### src/rtl/lsu_mem_access.sv
// lsu_mem_access: load/store unit memory-access sequencer.
//   Accepts one op at a time from the LSU front end (lsu_valid_i/lsu_ready_o),
//   checks size/alignment, issues one request on a req/gnt + rvalid bus, and
//   returns a one-cycle writeback pulse (lsu_wb_*_o) with the loaded,
//   extended data, the pass-through address for non-memory ops, or an error.
// Ports:
//   clk, rst_n                  clock, async active-low reset
//   lsu_*_i / lsu_ready_o       upstream op handshake and operands
//   lsu_wb_*_o, lsu_err_o       writeback result, valid exactly in DONE
//   mem_*_o / mem_*_i           memory bus request and response
module lsu_mem_access (
    input  logic        clk,
    input  logic        rst_n,
    input  logic        lsu_valid_i,
    output logic        lsu_ready_o,
    input  logic        lsu_re_i,
    input  logic        lsu_we_i,
    input  logic [1:0]  lsu_size_i,
    input  logic        lsu_unsigned_i,
    input  logic [31:0] lsu_addr_i,
    input  logic [31:0] lsu_wdata_i,
    input  logic        lsu_rd_wen_i,
    output logic        lsu_wb_valid_o,
    output logic [31:0] lsu_wb_data_o,
    output logic        lsu_wb_wen_o,
    output logic        lsu_err_o,
    output logic        mem_req_o,
    output logic        mem_we_o,
    output logic [31:0] mem_addr_o,
    output logic [31:0] mem_wdata_o,
    output logic [3:0]  mem_wmask_o,
    input  logic        mem_gnt_i,
    input  logic        mem_rvalid_i,
    input  logic [31:0] mem_rdata_i
);

    typedef enum logic [1:0] {IDLE, REQ, WAIT, DONE} state_t;

    state_t      state, nxt;
    logic        rdy_q;
    logic        we_q, uns_q, rd_wen_q;
    logic [1:0]  size_q;
    logic [31:0] addr_q, wdata_q;
    logic [3:0]  wmask_q;
    logic [31:0] wb_data_q, wb_data_nxt;
    logic        wb_wen_q, wb_wen_nxt, err_q, err_nxt;
    logic        accept, is_mem, bad;

    // Shift the addressed byte lane down to bit 0, then extend to 32 bits.
    function automatic logic [31:0] load_ext(input logic [31:0] rd, input logic [1:0] a,
                                             input logic [1:0] sz, input logic u);
        logic [31:0] s;
        s = rd >> {a, 3'b000};
        case (sz)
            2'b00:   load_ext = u ? {24'b0, s[7:0]}  : {{24{s[7]}}, s[7:0]};
            2'b01:   load_ext = u ? {16'b0, s[15:0]} : {{16{s[15]}}, s[15:0]};
            default: load_ext = s;
        endcase
    endfunction

    assign accept = lsu_valid_i && lsu_ready_o;
    assign is_mem = lsu_re_i || lsu_we_i;
    // Size/alignment only matter for ops that touch memory; a plain
    // pass-through op never errors.
    assign bad = (lsu_re_i && lsu_we_i) || (lsu_size_i == 2'b11) ||
                 (lsu_size_i == 2'b01 && lsu_addr_i[0]) ||
                 (lsu_size_i == 2'b10 && lsu_addr_i[1:0] != 2'b00);

    // rdy_q keeps ready low during reset and lifts it on the first edge after release.
    assign lsu_ready_o    = rdy_q && (state == IDLE);
    assign lsu_wb_valid_o = (state == DONE);
    assign lsu_wb_data_o  = wb_data_q;
    assign lsu_wb_wen_o   = wb_wen_q;
    assign lsu_err_o      = err_q;
    assign mem_req_o      = (state == REQ);
    assign mem_we_o       = we_q;
    assign mem_addr_o     = {addr_q[31:2], 2'b00};
    assign mem_wdata_o    = wdata_q;
    assign mem_wmask_o    = wmask_q;

    // Next state plus the writeback value to latch on the edge entering DONE;
    // the *_nxt values are zero on every other transition so the registered
    // outputs read 0 outside DONE.
    always_comb begin
        nxt         = state;
        wb_data_nxt = '0;
        wb_wen_nxt  = 1'b0;
        err_nxt     = 1'b0;
        case (state)
            IDLE: if (accept) begin
                if (!is_mem) begin
                    nxt         = DONE;
                    wb_data_nxt = lsu_addr_i;
                    wb_wen_nxt  = lsu_rd_wen_i;
                end else if (bad) begin
                    nxt     = DONE;
                    err_nxt = 1'b1;
                end else begin
                    nxt = REQ;
                end
            end
            REQ: if (mem_gnt_i) begin
                nxt = mem_rvalid_i ? DONE : WAIT;
            end
            WAIT: if (mem_rvalid_i) nxt = DONE;
            DONE: nxt = IDLE;
            default: nxt = IDLE;
        endcase
        // Bus completion: stores return nothing, loads return extended data.
        if ((state == REQ || state == WAIT) && nxt == DONE && !we_q) begin
            wb_data_nxt = load_ext(mem_rdata_i, addr_q[1:0], size_q, uns_q);
            wb_wen_nxt  = rd_wen_q;
        end
    end

    always_ff @(posedge clk or negedge rst_n) begin
        if (!rst_n) begin
            state     <= IDLE;
            rdy_q     <= 1'b0;
            wb_data_q <= '0;
            wb_wen_q  <= 1'b0;
            err_q     <= 1'b0;
        end else begin
            state     <= nxt;
            rdy_q     <= 1'b1;
            wb_data_q <= wb_data_nxt;
            wb_wen_q  <= wb_wen_nxt;
            err_q     <= err_nxt;
        end
    end

    // Operand capture at acceptance; bus fields stay frozen until the next op.
    always_ff @(posedge clk or negedge rst_n) begin
        if (!rst_n) begin
            we_q     <= 1'b0;
            uns_q    <= 1'b0;
            rd_wen_q <= 1'b0;
            size_q   <= 2'b00;
            addr_q   <= '0;
            wdata_q  <= '0;
            wmask_q  <= 4'b0000;
        end else if (accept) begin
            we_q     <= lsu_we_i;
            uns_q    <= lsu_unsigned_i;
            rd_wen_q <= lsu_rd_wen_i;
            size_q   <= lsu_size_i;
            addr_q   <= lsu_addr_i;
            if (lsu_we_i) begin
                case (lsu_size_i)
                    2'b00:   begin wmask_q <= 4'b0001 << lsu_addr_i[1:0]; wdata_q <= {4{lsu_wdata_i[7:0]}};  end
                    2'b01:   begin wmask_q <= 4'b0011 << lsu_addr_i[1:0]; wdata_q <= {2{lsu_wdata_i[15:0]}}; end
                    default: begin wmask_q <= 4'b1111;                    wdata_q <= lsu_wdata_i;            end
                endcase
            end else begin
                wmask_q <= 4'b1111;
                wdata_q <= '0;
            end
        end
    end

endmodule

### config.mk
export PLATFORM = sky130hd
export DESIGN_NAME = lsu_mem_access
export DESIGN_NICKNAME = d
export VERILOG_FILES = /design/src/rtl/lsu_mem_access.sv
export SDC_FILE = /design/constraint.sdc
export NUM_CORES = 1
export LEC_CHECK = 0
export CORE_MARGIN = 2
export CORE_UTILIZATION = 40
export DETAILED_ROUTE_END_ITERATION = 12
export GPL_ROUTABILITY_DRIVEN = 0
export GPL_TIMING_DRIVEN = 0
export PLACE_DENSITY = 0.74
export SYNTH_ARGS = -nofsm -noshare
export SYNTH_HDL_FRONTEND = slang
export SYNTH_SLANG_ARGS = --single-unit
### constraint.sdc
create_clock -name clk -period 3.1 [get_ports clk]
set_input_delay 0.31 -clock clk [delete_from_list [all_inputs] [get_ports clk]]
set_output_delay 0.31 -clock clk [all_outputs]
set_load 0.01 [all_outputs]
==> results.md, run 1 <==
* Leakage at approximately 4.0 nW
* Endpoints failing hold at 0
* Sw frac at 0.364
* Grt ovf at 0
* Clk pwr share at 0.170
* Max Fclk at about 0.38 GHz
* Syn Std Cell Area at roughly 5700 um^2
* CP Class: reg -> reg
* Clock Tree Root: clkbuf_16
* RSZ-0062 raised after global routing: no
* Final setup viols at 0
* Final min period at 2.65 ns
* P_int at approximately 4.5 mW
* Routed Antenna Nets at 0
* Instance area at placement at 8030 um^2
* H-tree levels at 3
* Synth warn at 0
* Count leader, synth: nand2_1
* Share of cells above drive strength 1 at 0.103
* Post-synthesis cell type count at 39
* Die Width at between 100 and 150 um
* Post-route cell area at approximately 8300 um^2
* Max cap viols at 0
* Area Overhead vs Synth at 46.8%
* Combinational Power Share at 0.508
* Yosys top cell by area: dfrtp_1
* Fin. max-slew vios at 0
* Status: complete, no violations
* EDFF count, synth at 0
* Power Dens Cells at around 850 nW/um^2
* Class of the worst hold path: in -> reg
* Crit-path cells: inv_1, ha_1, nor3b_1, buf_2, clkbuf_1, nand3_1, mux2i_1
* Clk sinks at between 100 and 150
* Core area at roughly 14,000 um^2
* DRC viols at 0
* Final Net Count at 949
* Clock buffer count from CTS at 9
* DRT Wirelength at 18.3 mm
* Relative slew slack at 0.464
* Crit. End Element: flip-flop
* First-pass GRT wire length at ~28 mm
* Fin Setup TNS at 0 ns
* Fin util at 0.601
* Post-synth top area share at 0.485
* Total track usage at 0.242
* Rows at 43
* Crit start category: flip-flop
* Data required time of the worst path at 3.37 ns
* Synth top cells by count: 157 x nand2_1, 110 x dfrtp_1, 44 x mux2i_1, 37 x a21oi_1, 36 x buf_4
* Sequential cell area at about 2800 um^2
* Post-synthesis sequential area ratio at 0.485
* Post-synthesis async set-or-reset flop share at 1.00
* DR vias/cell at about 5.1
* Vias at ~5,200
* CP Max Fanout at 10
* Longest Clk Path Bufs at 2
* CP max stage delay at 0.68 ns
* Worst-Margin Slew at 0.802 ns
* Area occupied by multi-input gates at roughly 2500 um^2
* CTS tree: done
* Reg clk slew, reported paths at around 0.07 ns
* Syn Area/Cell at 9.25 um^2
* Initial Utilization at 0.409
* Initial antenna violation count at 0
* Die height at 123 um
* Ant diodes at 0
* Most used DFF post-synth: dfrtp_1
* Clock latency at the later pin of the worst-skew pair at 0.36 ns
* Router iterations before antenna repair at 6
* #FFs+latches synth at 110
* Largest net degree at the start of global routing at 71
* Worst path slowest cell: nor3b_1
* Fillers at between 1,000 and 1,500
* Number of global-route vias before repair at between 5,000 and 6,000
* Die Area at around 15,000 um^2
* Hpwl dp at about 14 mm
* Peak supply drop at around 400 uV
* Ports at ~210
* Wire per inst at around 18 um
* Sequential share of power at 0.322
* Buffers added on ports at about 210
* Final Skew at about 0.006 ns
* Dominant cells by area after synthesis: dfrtp_1 48%, nand2_1 10%, mux2i_1 7.8%
* Worst EP arrival at 2.92 ns
* Cells after synthesis at 614
* Fin crit share at 0.855
* Drt initial violations at 307
* Psw at approximately 2.6 mW
* Total chip power at slightly above 7 mW
-- cell families after synthesis --
family / count (synthesis) / synth area share
AO/OA/AOI/OAI: 97 / 0.104
XOR/XNOR: 2 / 0.00308
adder cells (fa/ha/maj): 5 / 0.0110
buffers and inverters: 79 / 0.0791
flip-flops: 110 / 0.485
multiplexers: 69 / 0.127
other: 2 / 0.00132
AND/OR/NAND/NOR: 250 / 0.190
-- timing repair --
item / 4_1_cts / 5_1_grt
hold endpoints to repair: 40 / 0
setup buffers: 0 / 0
gates resized for setup: 0 / 0
hold buffers: 1 / 0
-- final timing paths --
path / start / end / slack, ns / cells after the start
max: state[0] / lsu_wb_data_o[27] / 0.45 / 7
min: lsu_addr_i[0] / addr_q[0] / 0.26 / 3
max reg2reg: state[0] / lsu_wb_data_o[27] / 0.45 / 7
min reg2reg: mem_wmask_o[1] / mem_wmask_o[1] / 0.47 / 2
max in group asynchronous: rst_n / mem_wdata_o[19] / 1.87 / 3
min in group asynchronous: rst_n / lsu_wb_data_o[20] / 0.49 / 2
-- flip-flops by register name (all words and copies together) (netlist names), 2 cells and up --
register	cells
mem_wdata_o	32
mem_wmask_o	4
size_q	2
addr_q	32
lsu_wb_data_o	32
state	2
-- critical path, delay by kind of cell, from the launching register on --
family                   cells  cell delay (ns)
adder cells (fa/ha/maj)      1             0.22
buffers and inverters        3             0.87
flip-flops                   1             0.43
multiplexers                 1             0.19
AND/OR/NAND/NOR              2             0.83
-- final cells by class --
| type | count | area share |
|---|---|---|
| sequential | 110 | 0.330 |
| multi-input combinational | 426 | 0.298 |
| timing repair buffer | 211 | 0.255 |
| buffer | 75 | 0.0521 |
| clock buffer | 9 | 0.0270 |
| tap | 180 | 0.0270 |
| clock inverter | 7 | 0.00945 |
| inverter | 4 | 0.00180 |
-- power by group through the flow --
stage	logic, mW	registers (mW)	clock network [mW]
2_1_floorplan	1.82	2.38	0
3_3_place_gp	3.51	2.28	0
3_5_place_dp	3.59	2.29	0
4_1_cts	3.60	2.27	1.22
5_1_grt	3.90	2.33	1.28
6_report	3.59	2.27	1.20
-- cells in the final DEF (no fill, tap or decap), types with 2 or more instances in the layout --
| cell | Yosys | routed |
|---|---|---|
| nand3_1 | 34 | 34 |
| buf_2 | 7 | 7 |
| mux2i_1 | 44 | 44 |
| buf_1 | 2 | 2 |
| clkbuf_1 | 28 | 28 |
| ha_1 | 5 | 5 |
| buf_4 | 36 | 37 |
| mux2_1 | 5 | 5 |
| a21oi_1 | 37 | 37 |
| nor3_1 | 2 | 2 |
| nand2_1 | 157 | 157 |
| dfrtp_1 | 110 | 110 |
| nor2b_1 | 12 | 12 |
| clkinv_4 | 0 | 2 |
| inv_1 | 3 | 3 |
| clkdlybuf4s50_1 | 0 | 208 |
| clkbuf_16 | 0 | 9 |
| o21ai_0 | 24 | 24 |
| o31ai_1 | 14 | 14 |
| nor2_1 | 30 | 30 |
| a22o_1 | 8 | 8 |
| conb_1 | 2 | 3 |
| and3_1 | 9 | 9 |
| mux2_2 | 20 | 20 |
| a211oi_1 | 8 | 8 |
| inv_6 | 0 | 3 |
-- per-layer routing --
layer  part of all wire  GRT usage  vias up
met1               0.42      0.311     2465
met4              0.026     0.0966        0
li1                   -          -     2485
met2               0.47      0.394      256
met5                  0          0        -
met3              0.089     0.0544       32
-- through the flow --
| step | hold slack (ns) | instances | setup WS, ns |
|---|---|---|---|
| 3_3_place_gp | 0.449 | 1004 | -2.34 |
| 5_1_grt | 0.296 | 1022 | 0.208 |
| 2_1_floorplan | 0.0144 | 615 | 0.988 |
| 6_report | 0.256 | 1022 | 0.451 |
| 3_5_place_dp | 0.324 | 1005 | 0.340 |
| 4_1_cts | 0.260 | 1022 | 0.487 |
Power figures use the tool's default switching activity.
==> run 2, diff against run 1 <==
GPL_TIMING_DRIVEN = not set   (was 0)
==> run 2 against run 1 <==
  * Sequential share of layout area increased by 1.4 points
  * Register-to-register slack improved by 0.03 ns
  * Worst setup slack improved by 0.034 ns
  * Flip-flop and latch count unchanged
  * Total power decreased by 5.1%
  * Highest routed layer unchanged
==> results.md, run 2 (synthesized netlist as in run 1, its figures left out) <==
* Share of cells above drive strength 1 at 0.0707
* Hpwl dp at roughly 12 mm
* Final Net Count at ~890
* Clock buffer count from CTS at 9
* Vias at about 4,900
* DRC viols at 0
* Crit start category: flip-flop
* Postcts setup bufs at 0
* Rows at 43
* Leakage at around 3.8 nW
* Die height at 123 um
* Largest net degree at the start of global routing at 99
* H-tree levels at 3
* Power Dens Cells at around 840 nW/um^2
* Crit-path cells: inv_1, ha_1, and3_2, a211oi_1, o22ai_2, nand4b_4, buf_4, mux2i_1
* Total track usage at 0.221
* Final Skew at 0.00825 ns
* Worst path bufs/invs at 2
* Worst EP arrival at around 2.9 ns
* First-pass GRT wire length at 26.0 mm
* Data required time of the worst path at approximately 3.4 ns
* Area Overhead vs Synth at 40.7%
* Ant diodes at 0
* Clock Tree Root: clkbuf_16
* Drt initial violations at approximately 330
* Initial antenna violation count at 0
* Number of global-route vias before repair at between 4,000 and 5,000
* Commonest non-fill, non-tap cells in the layout: 209 x clkdlybuf4s50_1, 157 x nand2_1, 110 x dfrtp_1
* Crit. End Element: flip-flop
* Peak supply drop at 379 uV
* Fin Setup TNS at 0 ns
* Reg clk slew, reported paths at 0.08 ns
* CP max stage delay at about 0.43 ns
* DP Worst Slack at 0.501 ns
* Max cap viols at 0
* Ports at between 200 and 250
* Grt ovf at 0
* Clock latency at the later pin of the worst-skew pair at approximately 0.35 ns
* Router iterations before antenna repair at 4
* Longest Clk Path Bufs at 2
* Routed Antenna Nets at 0
* Die Width at 123 um
* Relative slew slack at 0.336
* Max Fclk at 0.382 GHz
* Reg2reg start: state[0]
* Hold buffer count at CTS at 0
* Fin crit share at 0.844
* Critical Path Start: state[0]
* CP Max Fanout at 24
* Wire per inst at between 15 and 20 um
* Die Area at roughly 15,000 um^2
* Worst-Margin Slew at between 0.9 and 1 ns
* CP Class: reg -> reg
* Clk sinks at 110
* Final worst slack at approximately 0.49 ns
* Class of the worst hold path: in -> async
* Status: complete, no violations
* DRT Wirelength at 16.7 mm
* Commonest non-fill, non-tap cell in the layout: clkdlybuf4s50_1
* Buffers added on ports at 210
* Cell family contributing the most delay on the critical path: simple AND/OR/NAND/NOR gates
* Post_cts resized at 0
* RSZ-0062 raised after global routing: no
* Worst path slowest cell: dfrtp_1
* Final min period at about 2.6 ns
* Final setup viols at 0
* Core area at ~14,000 um^2
* Initial Utilization at 0.409
* Endpoints failing hold at 0
* Fin. max-slew vios at 0
* CTS tree: done
* DR vias/cell at approximately 5.2
run 2: stage by stage:
step | instances | hold slack [ns] | power [mW] | area, um^2 | utilization
2_1_floorplan | 615 | 0.0144 | 4.20 | 5680 | -
3_3_place_gp | 942 | 0.449 | 5.45 | 7690 | 0.554
3_5_place_dp | 942 | 0.459 | 5.54 | 7690 | 0.554
4_1_cts | 958 | 0.0783 | 6.76 | 8000 | 0.576
5_1_grt | 958 | 0.119 | 7.17 | 8000 | 0.576
6_report | 958 | 0.0514 | 6.70 | 8000 | 0.576
run 2: routing by layer:
metal	GRT usage	wire (um)	up-vias
li1	-	-	2352
met1	0.276	6860	2362
met2	0.364	7950	202
met3	0.0678	1560	22
met4	0.0732	362	0
met5	0	0	-
run 2: worst paths after layout:
path | end | slack [ns] | cells past startpoint
worst max-delay path | lsu_wb_data_o[20] | 0.49 | 8
worst min-delay path | addr_q[13] | 0.05 | 1
worst max register to register | lsu_wb_data_o[20] | 0.49 | 8
worst min register to register | mem_wdata_o[6] | 0.48 | 2
max in group asynchronous | mem_wdata_o[28] | 2.27 | 2
min in group clk | mem_wdata_o[6] | 0.48 | 2
run 2: where the power goes:
part / switching [mW] / leakage [nW] / internal, mW / total [mW]
clock network: 0.559 / 0.144 / 0.637 / 1.20
logic: 1.56 / 2.17 / 1.64 / 3.19
registers: 0.342 / 1.43 / 1.97 / 2.31
run 2: final cells by class:
class | instances | area (um^2)
Inverter | 4 | 15.0
Multi-Input combinational cell | 426 | 2500
Clock inverter | 7 | 78.8
Clock buffer | 9 | 225
Fill cell | 1195 | 5890
Sequential cell | 110 | 2750
Timing Repair Buffer | 222 | 2200
Tap cell | 180 | 225
